==> src/rtl/gpi_ctrl_pkg.sv <==
// gpi_ctrl_pkg
// Shared definitions for the general-purpose input conditioner:
//   - gpi_offset_t : decoded register offset (device_addr_i[9:0])
//   - GPI_*_OFFSET : word-aligned register offsets
//   - be_to_mask   : expands 4 byte enables into a 32-bit bit mask
package gpi_ctrl_pkg;

   typedef logic [9:0] gpi_offset_t;

   localparam gpi_offset_t GPI_VALUE_OFFSET      = 10'h000;
   localparam gpi_offset_t GPI_RISE_EN_OFFSET    = 10'h004;
   localparam gpi_offset_t GPI_FALL_EN_OFFSET    = 10'h008;
   localparam gpi_offset_t GPI_INTR_STATE_OFFSET = 10'h00C;
   localparam gpi_offset_t GPI_DEBOUNCE_OFFSET   = 10'h010;
   localparam gpi_offset_t GPI_RAW_OFFSET        = 10'h014;

   // Each byte enable covers eight data bits.
   function automatic logic [31:0] be_to_mask(input logic [3:0] be);
      logic [31:0] mask;
      mask = '0;
      for (int b = 0; b < 4; b++) begin
         mask[8*b +: 8] = {8{be[b]}};
      end
      return mask;
   endfunction

endpackage

==> src/rtl/gpi_debounce.sv <==
// gpi_debounce
// One input channel: 2-flop synchroniser, debounce counter, debounced level
// and single-cycle edge pulses.
// Ports:
//   clk_i, rst_ni : clock, asynchronous active-low reset
//   gpi_i         : raw asynchronous pad input
//   limit_i       : debounce limit; input must differ for limit_i+1 cycles
//   sync_o        : synchronised (not debounced) input
//   stable_o      : debounced level
//   rise_o/fall_o : high for the one cycle after stable_o changed 0->1 / 1->0
module gpi_debounce
   import gpi_ctrl_pkg::*;
#(
   parameter int unsigned CntWidth = 16
) (
   input  logic                clk_i,
   input  logic                rst_ni,
   input  logic                gpi_i,
   input  logic [CntWidth-1:0] limit_i,
   output logic                sync_o,
   output logic                stable_o,
   output logic                rise_o,
   output logic                fall_o
);

   logic                meta_q;
   logic                sync_q;
   logic                stable_q;
   logic                stable_prev_q;
   logic [CntWidth-1:0] cnt_q;

   // Two-stage synchroniser for the asynchronous pad.
   always_ff @(posedge clk_i or negedge rst_ni) begin
      if (!rst_ni) begin
         meta_q <= 1'b0;
         sync_q <= 1'b0;
      end else begin
         meta_q <= gpi_i;
         sync_q <= meta_q;
      end
   end

   // The counter measures how long sync has disagreed with stable. Any
   // agreement restarts it, so short glitches never commit. The compare uses
   // the live limit, so lowering the limit below a running count commits on
   // the next evaluation.
   always_ff @(posedge clk_i or negedge rst_ni) begin
      if (!rst_ni) begin
         stable_q      <= 1'b0;
         stable_prev_q <= 1'b0;
         cnt_q         <= '0;
      end else begin
         stable_prev_q <= stable_q;
         if (sync_q == stable_q) begin
            cnt_q <= '0;
         end else if (cnt_q >= limit_i) begin
            stable_q <= sync_q;
            cnt_q    <= '0;
         end else if (cnt_q != {CntWidth{1'b1}}) begin
            cnt_q <= cnt_q + CntWidth'(1);
         end
      end
   end

   assign sync_o   = sync_q;
   assign stable_o = stable_q;
   assign rise_o   = stable_q & ~stable_prev_q;
   assign fall_o   = ~stable_q & stable_prev_q;

endmodule

==> src/rtl/gpi_ctrl.sv <==
// gpi_ctrl
// General-purpose input conditioner with a device-bus register interface.
// Each pin is synchronised and debounced; debounced edges set sticky
// pending bits, and irq_o is the registered OR of the pending bits.
// Ports:
//   clk_i, rst_ni   : clock, asynchronous active-low reset
//   device_req_i    : single-cycle bus request
//   device_addr_i   : byte address, only [9:2] decoded
//   device_we_i     : write enable
//   device_be_i     : byte enables
//   device_wdata_i  : write data
//   device_rvalid_o : response valid, one cycle after each request
//   device_rdata_o  : read data (pre-write value; 0 for writes/unmapped)
//   gpi_i           : raw asynchronous pad inputs
//   irq_o           : level interrupt
module gpi_ctrl
   import gpi_ctrl_pkg::*;
#(
   parameter int unsigned GpiWidth = 8,
   parameter int unsigned CntWidth = 16
) (
   input  logic                clk_i,
   input  logic                rst_ni,
   input  logic                device_req_i,
   input  logic [31:0]         device_addr_i,
   input  logic                device_we_i,
   input  logic [3:0]          device_be_i,
   input  logic [31:0]         device_wdata_i,
   output logic                device_rvalid_o,
   output logic [31:0]         device_rdata_o,
   input  logic [GpiWidth-1:0] gpi_i,
   output logic                irq_o
);

   logic [GpiWidth-1:0] sync;
   logic [GpiWidth-1:0] stable;
   logic [GpiWidth-1:0] rise;
   logic [GpiWidth-1:0] fall;

   logic [GpiWidth-1:0] rise_en_q;
   logic [GpiWidth-1:0] fall_en_q;
   logic [GpiWidth-1:0] intr_state_q;
   logic [CntWidth-1:0] debounce_q;

   logic                rvalid_q;
   logic [31:0]         rdata_q;
   logic                irq_q;

   gpi_offset_t         offset;
   logic [31:0]         wmask;
   logic [31:0]         wbits;
   logic                wr_en;
   logic [GpiWidth-1:0] intr_set;
   logic [GpiWidth-1:0] intr_clr;
   logic [31:0]         rdata_d;
   logic                unused_bits;

   for (genvar i = 0; i < GpiWidth; i++) begin : g_chan
      gpi_debounce #(
         .CntWidth (CntWidth)
      ) u_debounce (
         .clk_i    (clk_i),
         .rst_ni   (rst_ni),
         .gpi_i    (gpi_i[i]),
         .limit_i  (debounce_q),
         .sync_o   (sync[i]),
         .stable_o (stable[i]),
         .rise_o   (rise[i]),
         .fall_o   (fall[i])
      );
   end

   // addr[1:0] is ignored, so every access is treated as word aligned.
   assign offset = {device_addr_i[9:2], 2'b00};
   assign wmask  = be_to_mask(device_be_i);
   assign wbits  = device_wdata_i & wmask;
   assign wr_en  = device_req_i & device_we_i;

   assign intr_set = (rise & rise_en_q) | (fall & fall_en_q);
   assign intr_clr = (wr_en && offset == GPI_INTR_STATE_OFFSET) ?
                     wbits[GpiWidth-1:0] : '0;

   // Address bits outside the decode and mask bits above the field widths
   // are intentionally dropped.
   assign unused_bits = ^{device_addr_i[31:10], device_addr_i[1:0], wmask, wbits};

   // Register file. Writes merge only the enabled bytes. The pending bits
   // apply the clear first and the set second so a new event survives a
   // simultaneous write-one-to-clear.
   always_ff @(posedge clk_i or negedge rst_ni) begin
      if (!rst_ni) begin
         rise_en_q    <= '0;
         fall_en_q    <= '0;
         intr_state_q <= '0;
         debounce_q   <= '0;
      end else begin
         if (wr_en && offset == GPI_RISE_EN_OFFSET) begin
            rise_en_q <= (rise_en_q & ~wmask[GpiWidth-1:0]) | wbits[GpiWidth-1:0];
         end
         if (wr_en && offset == GPI_FALL_EN_OFFSET) begin
            fall_en_q <= (fall_en_q & ~wmask[GpiWidth-1:0]) | wbits[GpiWidth-1:0];
         end
         if (wr_en && offset == GPI_DEBOUNCE_OFFSET) begin
            debounce_q <= (debounce_q & ~wmask[CntWidth-1:0]) | wbits[CntWidth-1:0];
         end
         intr_state_q <= (intr_state_q & ~intr_clr) | intr_set;
      end
   end

   // Read mux; fields are zero-extended and unmapped offsets read 0.
   always_comb begin
      rdata_d = '0;
      case (offset)
         GPI_VALUE_OFFSET:      rdata_d[GpiWidth-1:0] = stable;
         GPI_RISE_EN_OFFSET:    rdata_d[GpiWidth-1:0] = rise_en_q;
         GPI_FALL_EN_OFFSET:    rdata_d[GpiWidth-1:0] = fall_en_q;
         GPI_INTR_STATE_OFFSET: rdata_d[GpiWidth-1:0] = intr_state_q;
         GPI_DEBOUNCE_OFFSET:   rdata_d[CntWidth-1:0] = debounce_q;
         GPI_RAW_OFFSET:        rdata_d[GpiWidth-1:0] = sync;
         default:               rdata_d = '0;
      endcase
   end

   // Every request gets exactly one response the following cycle. Reads
   // capture the register value before any same-cycle update.
   always_ff @(posedge clk_i or negedge rst_ni) begin
      if (!rst_ni) begin
         rvalid_q <= 1'b0;
         rdata_q  <= '0;
      end else begin
         rvalid_q <= device_req_i;
         if (device_req_i) begin
            rdata_q <= device_we_i ? '0 : rdata_d;
         end
      end
   end

   // Interrupt is registered so it lags the pending bits by one cycle.
   always_ff @(posedge clk_i or negedge rst_ni) begin
      if (!rst_ni) begin
         irq_q <= 1'b0;
      end else begin
         irq_q <= |intr_state_q;
      end
   end

   assign device_rvalid_o = rvalid_q;
   assign device_rdata_o  = rdata_q;
   assign irq_o           = irq_q;

endmodule

==> config.mk <==
export PLATFORM = sky130hd
export DESIGN_NAME = gpi_ctrl
export DESIGN_NICKNAME = d
export VERILOG_FILES = /design/src/rtl/gpi_ctrl_pkg.sv /design/src/rtl/gpi_debounce.sv /design/src/rtl/gpi_ctrl.sv
export SDC_FILE = /design/constraint.sdc
export NUM_CORES = 1
export LEC_CHECK = 0
export ABC_AREA = 1
export CAP_MARGIN = 20
export CORE_AREA = 2 2 183 185
export CTS_BUF_LIST = sky130_fd_sc_hd__clkbuf_4
export DETAILED_ROUTE_END_ITERATION = 16
export DIE_AREA = 0 0 185 187
export HOLD_SLACK_MARGIN = 0.1
export MAX_ROUTING_LAYER = met4
export PLACE_DENSITY_LB_ADDON = 0.25
export SETUP_SLACK_MARGIN = 0.5
export SYNTH_ARGS = -nofsm -noshare
export SYNTH_HDL_FRONTEND = slang
export SYNTH_SLANG_ARGS = --single-unit
==> constraint.sdc <==
create_clock -name clk_i -period 2.1 [get_ports clk_i]
set_clock_uncertainty 0.1 [all_clocks]
set_input_delay 0.42 -clock clk_i [delete_from_list [all_inputs] [get_ports clk_i]]
set_output_delay 0.42 -clock clk_i [all_outputs]
set_load 0.1 [all_outputs]
==> results of run 1 <==
[final cells by class]
class | count | area, um2 | area share [%]
well taps | 448 | 561 | 2.82
clock inverters | 20 | 134 | 0.674
inverters | 232 | 891 | 4.48
repair inverters | 1 | 6.26 | 0.0315
flip-flops and latches | 218 | 5470 | 27.5
clock buffers | 95 | 713 | 3.59
multi-input cells | 1465 | 9620 | 48.4
diodes | 1 | 2.50 | 0.0126
repair buffers | 208 | 2470 | 12.5
[power by group]
group | leakage, uW | internal [uW] | switching [uW] | total (uW)
clock | 0.000502 | 2320 | 1980 | 4300
sequential | 0.00289 | 4270 | 81.6 | 4350
combinational | 0.00612 | 384 | 662 | 1050
[final timing paths]
| kind | startpoint | end | slack (ns) | cells past startpoint |
|---|---|---|---|---|
| worst max-delay path | flop | g_chan[5].u_debounce.cnt_q[2]$_DFFE_PN0P_ | 0.04 | 10 |
| worst min-delay path | rst_ni | g_chan[3].u_debounce.cnt_q[4]$_DFFE_PN0P_ | 0.15 | 2 |
| worst max register to register | flop | g_chan[5].u_debounce.cnt_q[2]$_DFFE_PN0P_ | 0.04 | 10 |
| worst min register to register | g_chan[7].u_debounce.meta_q$_DFF_PN0_ | g_chan[7].u_debounce.sync_o$_DFF_PN0_ | 0.24 | 0 |
| max in group asynchronous | rst_ni | g_chan[0].u_debounce.cnt_q[1]$_DFFE_PN0P_ | 1.04 | 3 |
| min in group clk_i | device_wdata_i[15] | flop | 0.18 | 3 |
[critical path: cells and delay by family (launching register included)]
| kind | cells | cell delay [ns] |
|---|---|---|
| buf+inv | 4 | 0.55 |
| simple gates | 5 | 0.60 |
| fa+ha+maj | 1 | 0.29 |
| flops | 1 | 0.36 |
[cells in the mapped netlist, drive strengths merged]
| cell type | number | area [um2] |
|---|---|---|
| nor3b | 1 | 7.51 |
| dfrtp | 218 | 5460 |
| or2 | 9 | 56.3 |
| nand3 | 165 | 836 |
| nand3b | 5 | 53.8 |
| and3 | 1 | 6.26 |
| conb | 1 | 3.75 |
| a31o | 5 | 43.8 |
| inv | 232 | 873 |
| nor2 | 282 | 1190 |
| a21oi | 106 | 531 |
| xnor2 | 6 | 52.6 |
| nand4 | 41 | 299 |
| a32o | 8 | 80.1 |
| nand2 | 513 | 1980 |
| buf | 32 | 231 |
| a21o | 4 | 30.0 |
| o21a | 5 | 37.5 |
| o21ai | 100 | 500 |
| clkbuf | 3 | 11.3 |
| xor2 | 24 | 218 |
| o21bai | 16 | 120 |
| o211ai | 2 | 15.0 |
| nor4 | 2 | 12.5 |
| ha | 136 | 1700 |
| nor3 | 15 | 96.4 |
[repair_timing]
| action | CTS | global route |
|---|---|---|
| hold buffers | 9 | 0 |
| buffers inserted | 27 | 11 |
| pin swaps | 42 | 80 |
| cloned | 6 | 5 |
| gates resized for setup | 149 | 278 |
| endpoints found under the setup margin | 154 | 162 |
| hold endpoints to repair | 226 | 0 |
[per-layer routing]
| layer | track usage (%) | routed length (um) | vias up | share of wire (%) |
|---|---|---|---|---|
| met5 | - | 0 | - | 0 |
| met4 | 10.3 | 1600 | 0 | 3.6 |
| met3 | 3.95 | 2640 | 128 | 6.0 |
| met2 | 39.5 | 20300 | 462 | 46 |
| met1 | 34.1 | 19200 | 6716 | 44 |
| li1 | - | - | 6855 | - |
[per-stage QoR]
stage	setup WS, ns	util (%)	hold WS [ns]	total power [uW]	setup TNS (ns)
after floorplan	0.385	-	0.0244	4920	0
after global placement	-0.162	50.3	0.232	5250	-1.12
after detailed placement	-0.193	50.3	0.235	5280	-2.36
after CTS	0.110	56.3	0.113	9690	0
after global routing	-0.0614	60.5	0.155	10200	-1.09
final	0.0400	60.5	0.146	9700	0
[cells by family after synthesis]
kind of cell	count (synthesis)	synth area share, %
other	1	0.0260
flip-flops	218	37.8
XOR/XNOR	30	1.87
AND/OR/NAND/NOR	1034	31.4
buffers and inverters	267	7.73
AO/OA/AOI/OAI	246	9.40
adder cells (fa/ha/maj)	136	11.8
==> out/qor.txt, run 1 <==
FINISH
--------------------------------------------------------------------------------------------------
Fraction of final layout cells sized beyond drive strength 1                                 27.3%
Commonest non-fill, non-tap cell in the layout                                             nand2_1
Area growth from synthesis to final layout                                                   37.6%
Final std cell area, no fill                                                            0.0199 mm2
Highest-count cells in the layout ignoring fill and taps                              467 x nand2_1, 209 x dfrtp_1, 202 x inv_1
Filler Cell Count                                                                             2877
Post-layout nets                                                                              2408
Final std cells w/o fill                                                                      2688

ROUTING
--------------------------------------------------------------------------------------------------
Number of vias in the routed layout                                                          14.2k
Number of nets with antenna violations after detailed routing                                    0
Number of detailed-route iterations in the first pass                                            5
Ratio of routed vias to standard cells                                                        5.27
Number of remaining DRC errors                                                                   0
Wirelength per Cell                                                                        16.3 um
Detailed router's first-iteration violation count                                             1029
Total wire length                                                                          43.7 mm

GRT
--------------------------------------------------------------------------------------------------
Vias in the first global route                                                               13.6k
Pin count of the biggest net entering global routing                                            52
Antenna violations before repair                                                                 1
Global Route Usage Sum                                                                       25.7%
Grt ovf                                                                                          0
Global-route wire length before repair                                                     69.0 mm

MIN PATH
--------------------------------------------------------------------------------------------------
Classification of the worst-slack hold path                                            in -> async

CLOCK NETWORK
--------------------------------------------------------------------------------------------------
H-tree depth                                                                                     3
TritonCTS clock tree                                                                           yes
# clock sinks                                                                                  218
Clock root cell                                                                           clkbuf_4
Maximum buffer depth of the clock tree                                                           3
CTS Buf Count                                                                                   66
Clock transition time at the flip-flop clock pins of the worst setup and hold paths        0.07 ns
Skew-Pair Late Insertion Delay                                                             0.72 ns

SETUP PATH
--------------------------------------------------------------------------------------------------
CP max FO                                                                                        8
Crit-path max cell delay                                                                   0.36 ns
Data required time of the critical path                                                    2.55 ns
Data arrival time of the critical path                                                     2.51 ns
Critical path launch point type                                                               flop
Cells traversed along the worst timing path                                           inv_2 > buf_12 > ha_1 > nand4_1 > nor2_4 > buf_6 > nand2_8 > nand4_1 > buf_6 > nor2_4
Slowest cell on the critical path                                                          dfrtp_1
Start-to-end type of the worst setup path                                               reg -> reg
Critical Path End Type                                                                        flop

SYNTH
--------------------------------------------------------------------------------------------------
Average footprint of a synthesized cell                                                   7.48 um2
Netlist area before placement                                                           0.0144 mm2
Number of cells produced by synthesis                                                         1932
Synthesis Warnings                                                                               0
Register bit count reported by yosys                                                           218
Count of different cell masters after synthesis                                                 44
Proportion of synthesized chip area in sequential cells                                      37.8%

POWER
--------------------------------------------------------------------------------------------------
Highest ir drop seen on vdd                                                               0.326 mV
Power density over the cells                                                            488 mW/mm2
Static leakage power                                                                    0.00950 uW

FLOORPLANNING
--------------------------------------------------------------------------------------------------
Horizontal die dimension                                                                    185 um
Count of boundary I/O pins                                                                     114
Starting density of the core                                                                 43.9%
Die Outline Area                                                                        0.0346 mm2
Core footprint                                                                          0.0329 mm2
Die height                                                                                  187 um
Row count                                                                                       67

STA
--------------------------------------------------------------------------------------------------
Worst Max-Slew Pin Slew                                                                   0.526 ns
Final setup vio count                                                                            0
RSZ-0062 raised after global routing                                                          true
Min Clock Period, post-route                                                               2.06 ns
Final period utilization                                                                     98.1%
Number of pins with negative max-slew slack in the final report                                  0
Relative slew slack                                                                          64.8%
Highest attainable clock frequency                                                       0.485 GHz
Hold violation count in the final report                                                         0

PLACED DESIGN
--------------------------------------------------------------------------------------------------
Placed inst area                                                                        0.0165 mm2
Final weighted congestion in routability-driven placement                                    0.916
Input/output buffers                                                                            55
Placed Instances                                                                              2514
DPL Wire Length                                                                            29.0 mm

RUN STATUS
--------------------------------------------------------------------------------------------------
Status                                                                                finished clean

FLOW RUN
--------------------------------------------------------------------------------------------------
Count of max-cap constraint violations                                                           0

(Power assumes the default switching activity.)
==> inputs of run 2 (changes only) <==
--- a/config.mk
+++ b/config.mk
@@ -7,13 +7,14 @@
 export LEC_CHECK = 0
 export ABC_AREA = 1
 export CAP_MARGIN = 20
-export CORE_AREA = 2 2 183 185
+export CORE_AREA = 2 2 194 196
 export CTS_BUF_LIST = sky130_fd_sc_hd__clkbuf_4
 export DETAILED_ROUTE_END_ITERATION = 16
-export DIE_AREA = 0 0 185 187
+export DIE_AREA = 0 0 196 198
 export HOLD_SLACK_MARGIN = 0.1
 export MAX_ROUTING_LAYER = met4
 export PLACE_DENSITY_LB_ADDON = 0.25
+export RECOVER_POWER = 50
 export SETUP_SLACK_MARGIN = 0.5
 export SYNTH_ARGS = -nofsm -noshare
 export SYNTH_HDL_FRONTEND = slang
==> run 2 against run 1 <==
First-iteration DRC count is 18% lower. Critical path type unchanged. Sequential share of layout area is 0.72 points lower. Largest power group unchanged. Routed wire length is 0.84% higher. Worst setup slack worse by 0.013 ns.
==> out/qor.txt, run 2 (same netlist as run 1, synthesis figures left out) <==
RUN STATUS
--------------------------------------------------------------------------------------------------
Status                                                                                finished clean

GRT
--------------------------------------------------------------------------------------------------
Vias in the first global route                                                               14.0k
Pin count of the biggest net entering global routing                                            50
GR Layer Usage met3                                                                          3.73%
Global Route Usage Sum                                                                       23.7%
Met2 track demand over resource in global routing                                            39.6%
Antenna violations before repair                                                                 2
Global-route wire length before repair                                                     70.5 mm
Grt ovf                                                                                          0
Grt met1 use                                                                                 28.7%
GRT Max-Usage Layer                                                                           met2

MIN PATH
--------------------------------------------------------------------------------------------------
Classification of the worst-slack hold path                                              in -> reg

STA
--------------------------------------------------------------------------------------------------
RSZ-0062 raised after global routing                                                          true
Worst Max-Slew Pin Slew                                                                   0.804 ns
Number of pins with negative max-slew slack in the final report                                  0
Final period utilization                                                                     98.7%
Worst-case hold slack                                                                     0.207 ns
Final setup vio count                                                                            0
Hold violation count in the final report                                                         0
Total negative setup slack                                                                    0 ns
Min Clock Period, post-route                                                               2.07 ns
Relative slew slack                                                                          46.4%
Highest attainable clock frequency                                                       0.482 GHz

ROUTING
--------------------------------------------------------------------------------------------------
Number of vias in the routed layout                                                          14.2k
Wirelength per Cell                                                                        16.0 um
Number of remaining DRC errors                                                                   0
Number of detailed-route iterations in the first pass                                            5
Number of nets with antenna violations after detailed routing                                    0
Ratio of routed vias to standard cells                                                        5.13
Detailed router's first-iteration violation count                                              841
Total wire length                                                                          44.1 mm

FINISH
--------------------------------------------------------------------------------------------------
Highest-count cells in the layout ignoring fill and taps                              462 x nand2_1, 213 x dfrtp_1, 205 x inv_1
Fraction of final layout cells sized beyond drive strength 1                                 28.0%
Commonest non-fill, non-tap cell in the layout                                             nand2_1
Post-layout nets                                                                              2456
Filler Cell Count                                                                             3316
Area growth from synthesis to final layout                                                   41.1%

POWER
--------------------------------------------------------------------------------------------------
Highest ir drop seen on vdd                                                               0.322 mV
Power density over the cells                                                            462 mW/mm2
Static leakage power                                                                    0.00974 uW

CLOCK NETWORK
--------------------------------------------------------------------------------------------------
Clock root cell                                                                           clkbuf_4
# clock sinks                                                                                  218
TritonCTS clock tree                                                                           yes
H-tree depth                                                                                     2
Skew-Pair Late Insertion Delay                                                             0.81 ns
Maximum buffer depth of the clock tree                                                           3
Clock transition time at the flip-flop clock pins of the worst setup and hold paths        0.07 ns
CTS Buf Count                                                                                   61

SETUP PATH
--------------------------------------------------------------------------------------------------
Slowest cell on the critical path                                                          dfrtp_1
Data arrival time of the critical path                                                     2.66 ns
CP max FO                                                                                        7
Crit-path max cell delay                                                                   0.36 ns
Cells traversed along the worst timing path                                           inv_2 > buf_12 > buf_12 > buf_6 > ha_4 > nand4_1 > nor3_2 > nand2_4 > nand2_4 > buf_8 > nor2_2
Start-to-end type of the worst setup path                                               reg -> reg
Critical Path End Type                                                                        flop
Data required time of the critical path                                                    2.68 ns
Critical path launch point type                                                               flop

FLOORPLANNING
--------------------------------------------------------------------------------------------------
Die Outline Area                                                                        0.0388 mm2
Starting density of the core                                                                 39.1%
Horizontal die dimension                                                                    196 um
Row count                                                                                       71
Die height                                                                                  198 um
Core footprint                                                                          0.0370 mm2
Count of boundary I/O pins                                                                     114

PLACED DESIGN
--------------------------------------------------------------------------------------------------
Final weighted congestion in routability-driven placement                                    0.900
DPL Wire Length                                                                            30.0 mm
Input/output buffers                                                                            55

FLOW RUN
--------------------------------------------------------------------------------------------------
Count of max-cap constraint violations                                                           0

## run 2: changes by cell type in the layout (fill, tap and decap cells not counted), sizes merged
cell | before | now
dlygate4sd3 | 9 | 32
inv | 235 | 231
clkinv | 15 | 18
clkbuf | 99 | 105
nand4 | 42 | 41
diode | 1 | 2
clkdlybuf4s50 | 36 | 26
bufinv | 2 | 0
buf | 159 | 191
nor2 | 282 | 283
## run 2: through the flow
| step | setup slack [ns] | instance area, um2 | total power (uW) | util (%) | instances |
|---|---|---|---|---|---|
| 2_1_floorplan | 0.385 | 14700 | 4920 | - | 1947 |
| 3_3_place_gp | -0.0214 | 16700 | 5280 | 45.1 | 2551 |
| 3_5_place_dp | -0.0640 | 16700 | 5300 | 45.1 | 2551 |
| 4_1_cts | 0.0255 | 20000 | 9520 | 54.1 | 2755 |
| 5_1_grt | -0.0568 | 20400 | 9880 | 55.1 | 2763 |
| 6_report | 0.0270 | 20400 | 9410 | 55.1 | 2763 |
## run 2: area by class of cell
type                            count  area [um2]  share of cell area, %
Clock buffer                       92         691                   3.39
Sequential cell                   218        5460                   26.8
Antenna cell                        2        5.00                 0.0246
Tap cell                          474         593                   2.91
Clock inverter                     18        83.8                  0.411
Multi-Input combinational cell   1465        9670                   47.5
Timing Repair Buffer              262        2980                   14.6
Inverter                          232         887                   4.35
## run 2: worst paths after layout
kind | startpoint | to | slack [ns] | cells past startpoint
max reg2reg | flop | g_chan[0].u_debounce.cnt_q[14]$_DFFE_PN0P_ | 0.03 | 11
min | device_wdata_i[3] | flop | 0.21 | 3
min reg2reg | g_chan[6].u_debounce.meta_q$_DFF_PN0_ | g_chan[6].u_debounce.sync_o$_DFF_PN0_ | 0.24 | 0
min in group asynchronous | rst_ni | g_chan[6].u_debounce.cnt_q[5]$_DFFE_PN0P_ | 0.72 | 3
max in group asynchronous | rst_ni | g_chan[0].u_debounce.cnt_q[1]$_DFFE_PN0P_ | 0.30 | 4
max | flop | g_chan[0].u_debounce.cnt_q[14]$_DFFE_PN0P_ | 0.03 | 11
## run 2: routing by layer
metal / part of all wire [%] / up-vias
met1: 44 / 6746
met5: 0 / -
met4: 3.3 / 0
met3: 5.1 / 97
li1: - / 6976
met2: 48 / 353
## run 2: critical path: cells and delay by family (launching register included)
| kind | cells | cell delay, ns |
|---|---|---|
| flops | 1 | 0.36 |
| simple gates | 5 | 0.65 |
| buf+inv | 5 | 0.59 |
| fa+ha+maj | 1 | 0.26 |
## run 2: where the power goes
part / switching (uW) / internal (uW)
Clock: 1960 / 2000
Combinational: 666 / 427
Sequential: 84.7 / 4270
## run 2: what timing repair did
item / 4_1_cts / 5_1_grt
pin swaps: 105 / 46
buffers inserted: 64 / 6
endpoints found under the hold margin: 239 / 0
gates cloned: 8 / 0
gates resized for setup: 337 / 106
endpoints found under the setup margin: 154 / 154
hold buffers: 22 / 0
